`src/rtl/alu_arbiter32.sv`:
```
// Two-port arbiter in front of a shared combinational 32-bit ALU.
// Accepts one operation at a time, runs it through the ALU for one cycle, and holds the response until consumed.
module alu_arbiter32 #(
    parameter bit FIXED_PRIO = 1'b0
) (
    input  logic        clk,
    input  logic        rst_n,
    input  logic [1:0]  req_valid,
    output logic [1:0]  req_ready,
    input  logic [63:0] req_rs1,
    input  logic [63:0] req_rs2,
    input  logic [7:0]  req_ctrl,
    output logic [31:0] alu_rs1,
    output logic [31:0] alu_rs2,
    output logic [3:0]  alu_ctrl,
    input  logic [31:0] alu_result,
    input  logic [3:0]  alu_flags,
    output logic        rsp_valid,
    input  logic        rsp_ready,
    output logic        rsp_id,
    output logic [31:0] rsp_result,
    output logic [3:0]  rsp_flags,
    output logic        rsp_err,
    output logic        busy
);

    typedef enum logic [1:0] {
        S_IDLE = 2'd0,
        S_EXEC = 2'd1,
        S_RESP = 2'd2
    } state_t;

    state_t      state_q, state_d;
    logic        last_grant_q, last_grant_d;
    logic [31:0] rs1_q, rs1_d;
    logic [31:0] rs2_q, rs2_d;
    logic [3:0]  ctrl_q, ctrl_d;
    logic        id_q, id_d;
    logic [31:0] rsp_result_q, rsp_result_d;
    logic [3:0]  rsp_flags_q, rsp_flags_d;
    logic        rsp_id_q, rsp_id_d;
    logic        rsp_err_q, rsp_err_d;
    logic        grant;
    logic        ctrl_illegal;

    always_comb begin
        if (req_valid == 2'b11) begin
            grant = FIXED_PRIO ? 1'b0 : ~last_grant_q;
        end else begin
            grant = req_valid[1];
        end
    end

    // rst_n gates the handshake so ready drops immediately while reset is held.
    always_comb begin
        req_ready = 2'b00;
        if (state_q == S_IDLE && rst_n) begin
            req_ready[grant] = req_valid[grant];
        end
    end

    assign ctrl_illegal = (ctrl_q[3:2] == 2'b11);

    always_comb begin
        state_d      = state_q;
        last_grant_d = last_grant_q;
        rs1_d        = rs1_q;
        rs2_d        = rs2_q;
        ctrl_d       = ctrl_q;
        id_d         = id_q;
        rsp_result_d = rsp_result_q;
        rsp_flags_d  = rsp_flags_q;
        rsp_id_d     = rsp_id_q;
        rsp_err_d    = rsp_err_q;
        case (state_q)
            S_IDLE: begin
                if (|req_valid) begin
                    rs1_d        = grant ? req_rs1[63:32] : req_rs1[31:0];
                    rs2_d        = grant ? req_rs2[63:32] : req_rs2[31:0];
                    ctrl_d       = grant ? req_ctrl[7:4]  : req_ctrl[3:0];
                    id_d         = grant;
                    last_grant_d = grant;
                    state_d      = S_EXEC;
                end
            end
            S_EXEC: begin
                rsp_result_d = ctrl_illegal ? 32'd0 : alu_result;
                rsp_flags_d  = ctrl_illegal ? 4'd0  : alu_flags;
                rsp_err_d    = ctrl_illegal;
                rsp_id_d     = id_q;
                state_d      = S_RESP;
            end
            S_RESP: begin
                if (rsp_ready) begin
                    state_d = S_IDLE;
                end
            end
            default: state_d = S_IDLE;
        endcase
    end

    always_ff @(posedge clk or negedge rst_n) begin
        if (!rst_n) begin
            state_q      <= S_IDLE;
            last_grant_q <= 1'b1;
            rs1_q        <= '0;
            rs2_q        <= '0;
            ctrl_q       <= '0;
            id_q         <= 1'b0;
            rsp_result_q <= '0;
            rsp_flags_q  <= '0;
            rsp_id_q     <= 1'b0;
            rsp_err_q    <= 1'b0;
        end else begin
            state_q      <= state_d;
            last_grant_q <= last_grant_d;
            rs1_q        <= rs1_d;
            rs2_q        <= rs2_d;
            ctrl_q       <= ctrl_d;
            id_q         <= id_d;
            rsp_result_q <= rsp_result_d;
            rsp_flags_q  <= rsp_flags_d;
            rsp_id_q     <= rsp_id_d;
            rsp_err_q    <= rsp_err_d;
        end
    end

    assign alu_rs1    = rs1_q;
    assign alu_rs2    = rs2_q;
    assign alu_ctrl   = ctrl_q;
    assign rsp_valid  = (state_q == S_RESP);
    assign rsp_id     = rsp_id_q;
    assign rsp_result = rsp_result_q;
    assign rsp_flags  = rsp_flags_q;
    assign rsp_err    = rsp_err_q;
    assign busy       = (state_q != S_IDLE);

endmodule

```
`config.mk`:
```
export PLATFORM = sky130hd
export DESIGN_NAME = alu_arbiter32
export DESIGN_NICKNAME = d
export VERILOG_FILES = /design/src/rtl/alu_arbiter32.sv
export SDC_FILE = /design/constraint.sdc
export NUM_CORES = 1
export LEC_CHECK = 0
export CAP_MARGIN = 10
export CORE_ASPECT_RATIO = 2
export CORE_MARGIN = 3
export CORE_UTILIZATION = 40
export CTS_BUF_LIST = sky130_fd_sc_hd__clkbuf_8 sky130_fd_sc_hd__clkbuf_16
export DETAILED_ROUTE_END_ITERATION = 8
export PLACE_DENSITY = 0.86
export SLEW_MARGIN = 30
export SYNTH_ARGS = -nofsm -noshare
export SYNTH_HDL_FRONTEND = slang
export SYNTH_SLANG_ARGS = --single-unit
```
`constraint.sdc`:
```
create_clock -name clk -period 2 [get_ports clk]
set_input_delay 0.4 -clock clk [delete_from_list [all_inputs] [get_ports clk]]
set_output_delay 0.4 -clock clk [all_outputs]
set_load 0.005 [all_outputs]
```
# ---- Word level (Yosys, flattened, before mapping)
# Index checks and enable logic that the tools add are counted.
# W data, S select, Z words.
dict set report word_totals {
  word_cells 41
  input_bits 177
  register_bits 110
  out_inout_bits 110
}
dict set report classes {
  n_eq_ne 6
  n_lt_le_gt_ge 2
  muxes 14
  reduce_logical 7
  n_bitwise 2
}
# cell n
set op_table {}
lappend op_table {{$mux W32} 3}
lappend op_table {{$mux W4} 2}
lappend op_table {{$eq A2 B2 Y1 const B} 3}
lappend op_table {{$mux W2} 3}
lappend op_table {{$pmux W2 S3} 1}
lappend op_table {{$mux W1} 4}
lappend op_table {{$ne A2 B1 Y1 const B} 2}
lappend op_table {{$reduce_and A2 Y1} 2}
lappend op_table {{$and A2 B2 Y2} 1}
lappend op_table {{$eq A2 B1 Y1 const B} 1}
lappend op_table {{$logic_and A1 B1 Y1} 2}
lappend op_table {{$logic_not A2 Y1} 1}
lappend op_table {{$lt A1 B2 Y1 const B} 1}
lappend op_table {{$reduce_bool A2 Y1} 1}
lappend op_table {{$reduce_or A2 Y1} 1}
lappend op_table {{$demux W1 S1} 1}
lappend op_table {{$ge A1 B1 Y1 const B} 1}
lappend op_table {{$not A1 Y1} 1}

# ---- Longest topological paths before layout
dict set report logic_depth {
  ltp_word 8
  mapped_depth 5
  mapped_depth_nobuf 3
}

# ---- Least setup slack after synthesis
# No wires, ideal clock.
dict set report synth_timing {
  path_type {reg-to-reg}
  start {register last_grant_q}
  end {register rs2_q[24], in the netlist alu_rs2[24]}
  stages_incl_launch_ff 6
  path_slack_ns 0.382
  setup_ns 0.125
  path_buffers 2
  required_time_ns 1.875
  synth_period_minus_slack_ns 1.618
  arrival_ns 1.493
  path_cell_list {dfstp_2 > a21bo_1 > buf_6 > buf_8 > mux2_4 > mux2_4}
}
dict set report synth_between {
  elab_chain_len 3
}
# item line_no
set synth_rtl {}
lappend synth_rtl {{from (decl)} 34} ;# logic last_grant_q, last_grant_d;
lappend synth_rtl {{from (signal assigned)} 116} ;# last_grant_q <= last_grant_d;
lappend synth_rtl {{$not A1 Y1} 48} ;# grant = FIXED_PRIO ? 1'b0 : ~last_grant_q;
lappend synth_rtl {{$mux W1} 47} ;# if (req_valid == 2'b11) begin
lappend synth_rtl {{$mux W32} 79} ;# rs2_d = grant ? req_rs2[63:32] : req_rs2[31:0];
lappend synth_rtl {{to (signal assigned)} 118} ;# rs2_q <= rs2_d;
lappend synth_rtl {{to (decl)} 36} ;# logic [31:0] rs2_q, rs2_d;
# No other way between the ends.
# A chain may end at the register's enable or synchronous reset.

# ---- Final worst setup path
dict set report layout_timing {
  start {register state_q[0]}
  end {output rsp_valid}
}
dict set report layout_between {
  elab_chain_len 1
}
# item line_no
set layout_rtl {}
lappend layout_rtl {{from (decl)} 33} ;# state_t state_q, state_d;
lappend layout_rtl {{from (signal assigned)} 115} ;# state_q <= state_d;
lappend layout_rtl {{$eq A2 B2 Y1} 131} ;# assign rsp_valid = (state_q == S_RESP);
lappend layout_rtl {{to (decl)} 18} ;# output logic rsp_valid,
# No other way between the ends.

==> flow_summary.json <==
{
  "status": "completed",
  "antenna_found_initial": 2,
  "max_stage_delay_ns": 0.52,
  "vias": 4011,
  "ys.flop_type": "dfrtp_1",
  "track_usage_pct": 20.9,
  "crit_required_ns": 1.60,
  "overflow": 0,
  "placed_cell_area_um2": 8510,
  "hold_ws_ns": 0.158,
  "die_y_um": 171,
  "cts_hold_repair.buffers": 0,
  "ys_async_sr_fraction_pct": 100,
  "drtIter0Drc": 96,
  "cp_top_family": "buffers and inverters",
  "cp-start-kind": "register",
  "period_share_pct": 95.6,
  "slowest_stage": "clkdlybuf4s50_1",
  "arrival_ns": 1.51,
  "grtUsageMet1_pct": 21.0,
  "power.density_nw_per_um2": 1380,
  "design_area_um2": 8840,
  "post-route-min-period_ns": 1.91,
  "total_power_mw": 12.2,
  "maxSlewHeadroom_pct": 60.1,
  "hp-class": "input port to async pin",
  "clk_path_buf_depth": 2,
  "ys_warn_count": 0,
  "top_level_ports": 287,
  "netlist_top_cells_area": "dfrtp_1 50%, mux2_4 37%, a22o_1 5.8%",
  "crit_chain": "nand2b_1 > inv_1 > clkdlybuf4s50_1",
  "cts_buffers": 9,
  "drc": 0,
  "finalHoldViolations": 0,
  "clk_pin_slew_ns": 0.08,
  "met3_usage_pct": 4.92,
  "worstPathMaxFanout": 3,
  "cts_root_buf": "clkbuf_16",
  "syn_to_final_growth_pct": 62.3,
  "gr-max-usage-layer": "met2",
  "cap_violations": 0,
  "wl_per_cell_um": 20.3,
  "insertion_delay_ns": 0.34,
  "start_util_pct": 41.4,
  "gp_congestion": 0.801,
  "synth_fp_nets": 501,
  "instances_no_fill": 779,
  "ctsHtreeMaxLevel": 3,
  "dpl.hpwl_um": 12600,
  "placedCellCount": 760,
  "ys_types": 24,
  "die-width_um": 88.5,
  "drive_above_1_share_pct": 29.0,
  "final_nets": 797,
  "syn_area_um2": 5450,
  "vias_per_cell": 5.15,
  "core_um2": 13100,
  "drt-total-wl_um": 15800,
  "syn-instance-count": 324,
  "detail-route-antenna-nets": 0,
  "grt_max_degree": 111,
  "end_kind": "output pin",
  "fmax_mhz": 523,
  "grt_pass1_wl_um": 24000,
  "grtUsageMet2_pct": 38.9,
  "crit_type": "register to output pin",
  "synth.most_common_cell": "mux2_4",
  "worst_pin_slew_ns": 0.598,
  "ys_seq_area_share_pct": 50.6,
  "ys_ff_latch": 110,
  "drv_slew": 0,
  "power.leakage_nw": 4.04,
  "fin_skew_ns": 0.0167,
  "fin_util_pct": 67.3,
  "synthTopCellsByCount": "134 x mux2_4, 109 x dfrtp_1, 36 x a22o_1",
  "synth_edf_count": 0,
  "grt_pass1_vias": 4552,
  "tritoncts": "done",
  "syn_area_per_cell_um2": 16.8,
  "placementRows": 59,
  "drt_pre_antenna_iters": 5,
  "dieArea_um2": 15100,
  "yosysTopAreaCell": "dfrtp_1",
  "ir_worst_vdd_mv": 0.638,
  "io_buffers": 286,
  "cts.sinks": 110,
  "final-setup-viol-count": 0,
  "worst-r2r-setup-slack_ns": 0.20,
  "synth_top_area_share_pct": 50.1,
  "cp_num_buf_inv": 2,
  "rsz0062_at_grt": "false"
}
==> routing by layer <==
metal  up-vias  share of wire [%]
met5         -                  0
met1      1986                 32
met2       203                 57
met4         0                4.7
li1       1780                  -
met3        42                6.1
==> area by class of cell <==
cell class,instances,area [um2]
Timing Repair Buffer,308,3100
Multi-Input combinational cell,186,2460
Clock buffer,9,225
Tap cell,152,190
Inverter,5,18.8
Clock inverter,7,86.3
Fill cell,953,4300
Sequential cell,110,2750
Antenna cell,2,5.00
==> stage by stage <==
| stage | setup slack [ns] | setup TNS, ns |
|---|---|---|
| after global placement | -0.211 | -8.27 |
| after floorplan | 0.382 | 0 |
| final | 0.0871 | 0 |
| after CTS | 0.0264 | 0 |
| after detailed placement | -0.301 | -12.12 |
| after global routing | 0.0151 | 0 |
==> where the power goes <==
| group | switching (mW) | internal [mW] | total [mW] | leakage, nW |
|---|---|---|---|---|
| clock | 0.889 | 0.899 | 1.79 | 0.151 |
| sequential | 0.667 | 3.34 | 4.01 | 1.32 |
| combinational | 2.07 | 4.36 | 6.44 | 2.56 |
| total | 3.63 | 8.60 | 12.2 | 4.04 |
==> registers in the layout (all words and copies together), names as in the netlist, 2 cells and up <==
register	count
alu_ctrl	4
alu_rs1	32
alu_rs2	32
rsp_flags	4
rsp_result	32
state_q	2
==> logic make-up after synthesis <==
logic type             count (synthesis)  share of synthesized area, %
AO/OA/AOI/OAI                         44                          6.78
buffers and inverters                 28                          4.59
flip-flops                           110                          50.6
multiplexers                         137                          37.6
AND/OR/NAND/NOR                        5                         0.505
==> worst reg2reg max path, delay by kind of cell (launching register included) <==
kind	cells	cell delay [ns]
AO/OA/AOI/OAI	1	0.16
buffers and inverters	2	0.37
flip-flops	1	0.57
multiplexers	2	0.60
==> placed cells by master (no fill, tap or decap), types with 3 or more instances in the layout <==
cell type,instances
clkbuf_16,9
dfrtp_1,109
mux2_2,3
inv_1,5
mux2_4,134
dlygate4sd2_1,4
clkinv_8,3
a22o_1,36
buf_4,17
clkdlybuf4s50_1,280
buf_12,6
==> path summary, 6_finish.rpt <==
path | from | end | depth (start not counted)
setup / recovery | state_q[0]$_DFFE_PN0P_ | rsp_valid | 3
hold / removal | rst_n | alu_rs2[12]$_DFFE_PN0P_ | 2
setup reg to reg | last_grant_q$_DFFE_PN1P_ | alu_rs2[16]$_DFFE_PN0P_ | 5
hold reg to reg | rsp_result[31]$_DFFE_PN0N_ | rsp_result[31]$_DFFE_PN0N_ | 1
max in group asynchronous | rst_n | alu_rs2[14]$_DFFE_PN0P_ | 2
min in group clk | req_valid[0] | last_grant_q$_DFFE_PN1P_ | 2
==> repair_timing <==
action,4_1_cts,5_1_grt
cloned,0,0
endpoints found under the setup margin,3,2
pin swaps,1,1
buffers inserted,1,0
resized for setup,6,1
hold endpoints to repair,0,0
(Power assumes the default switching activity.)
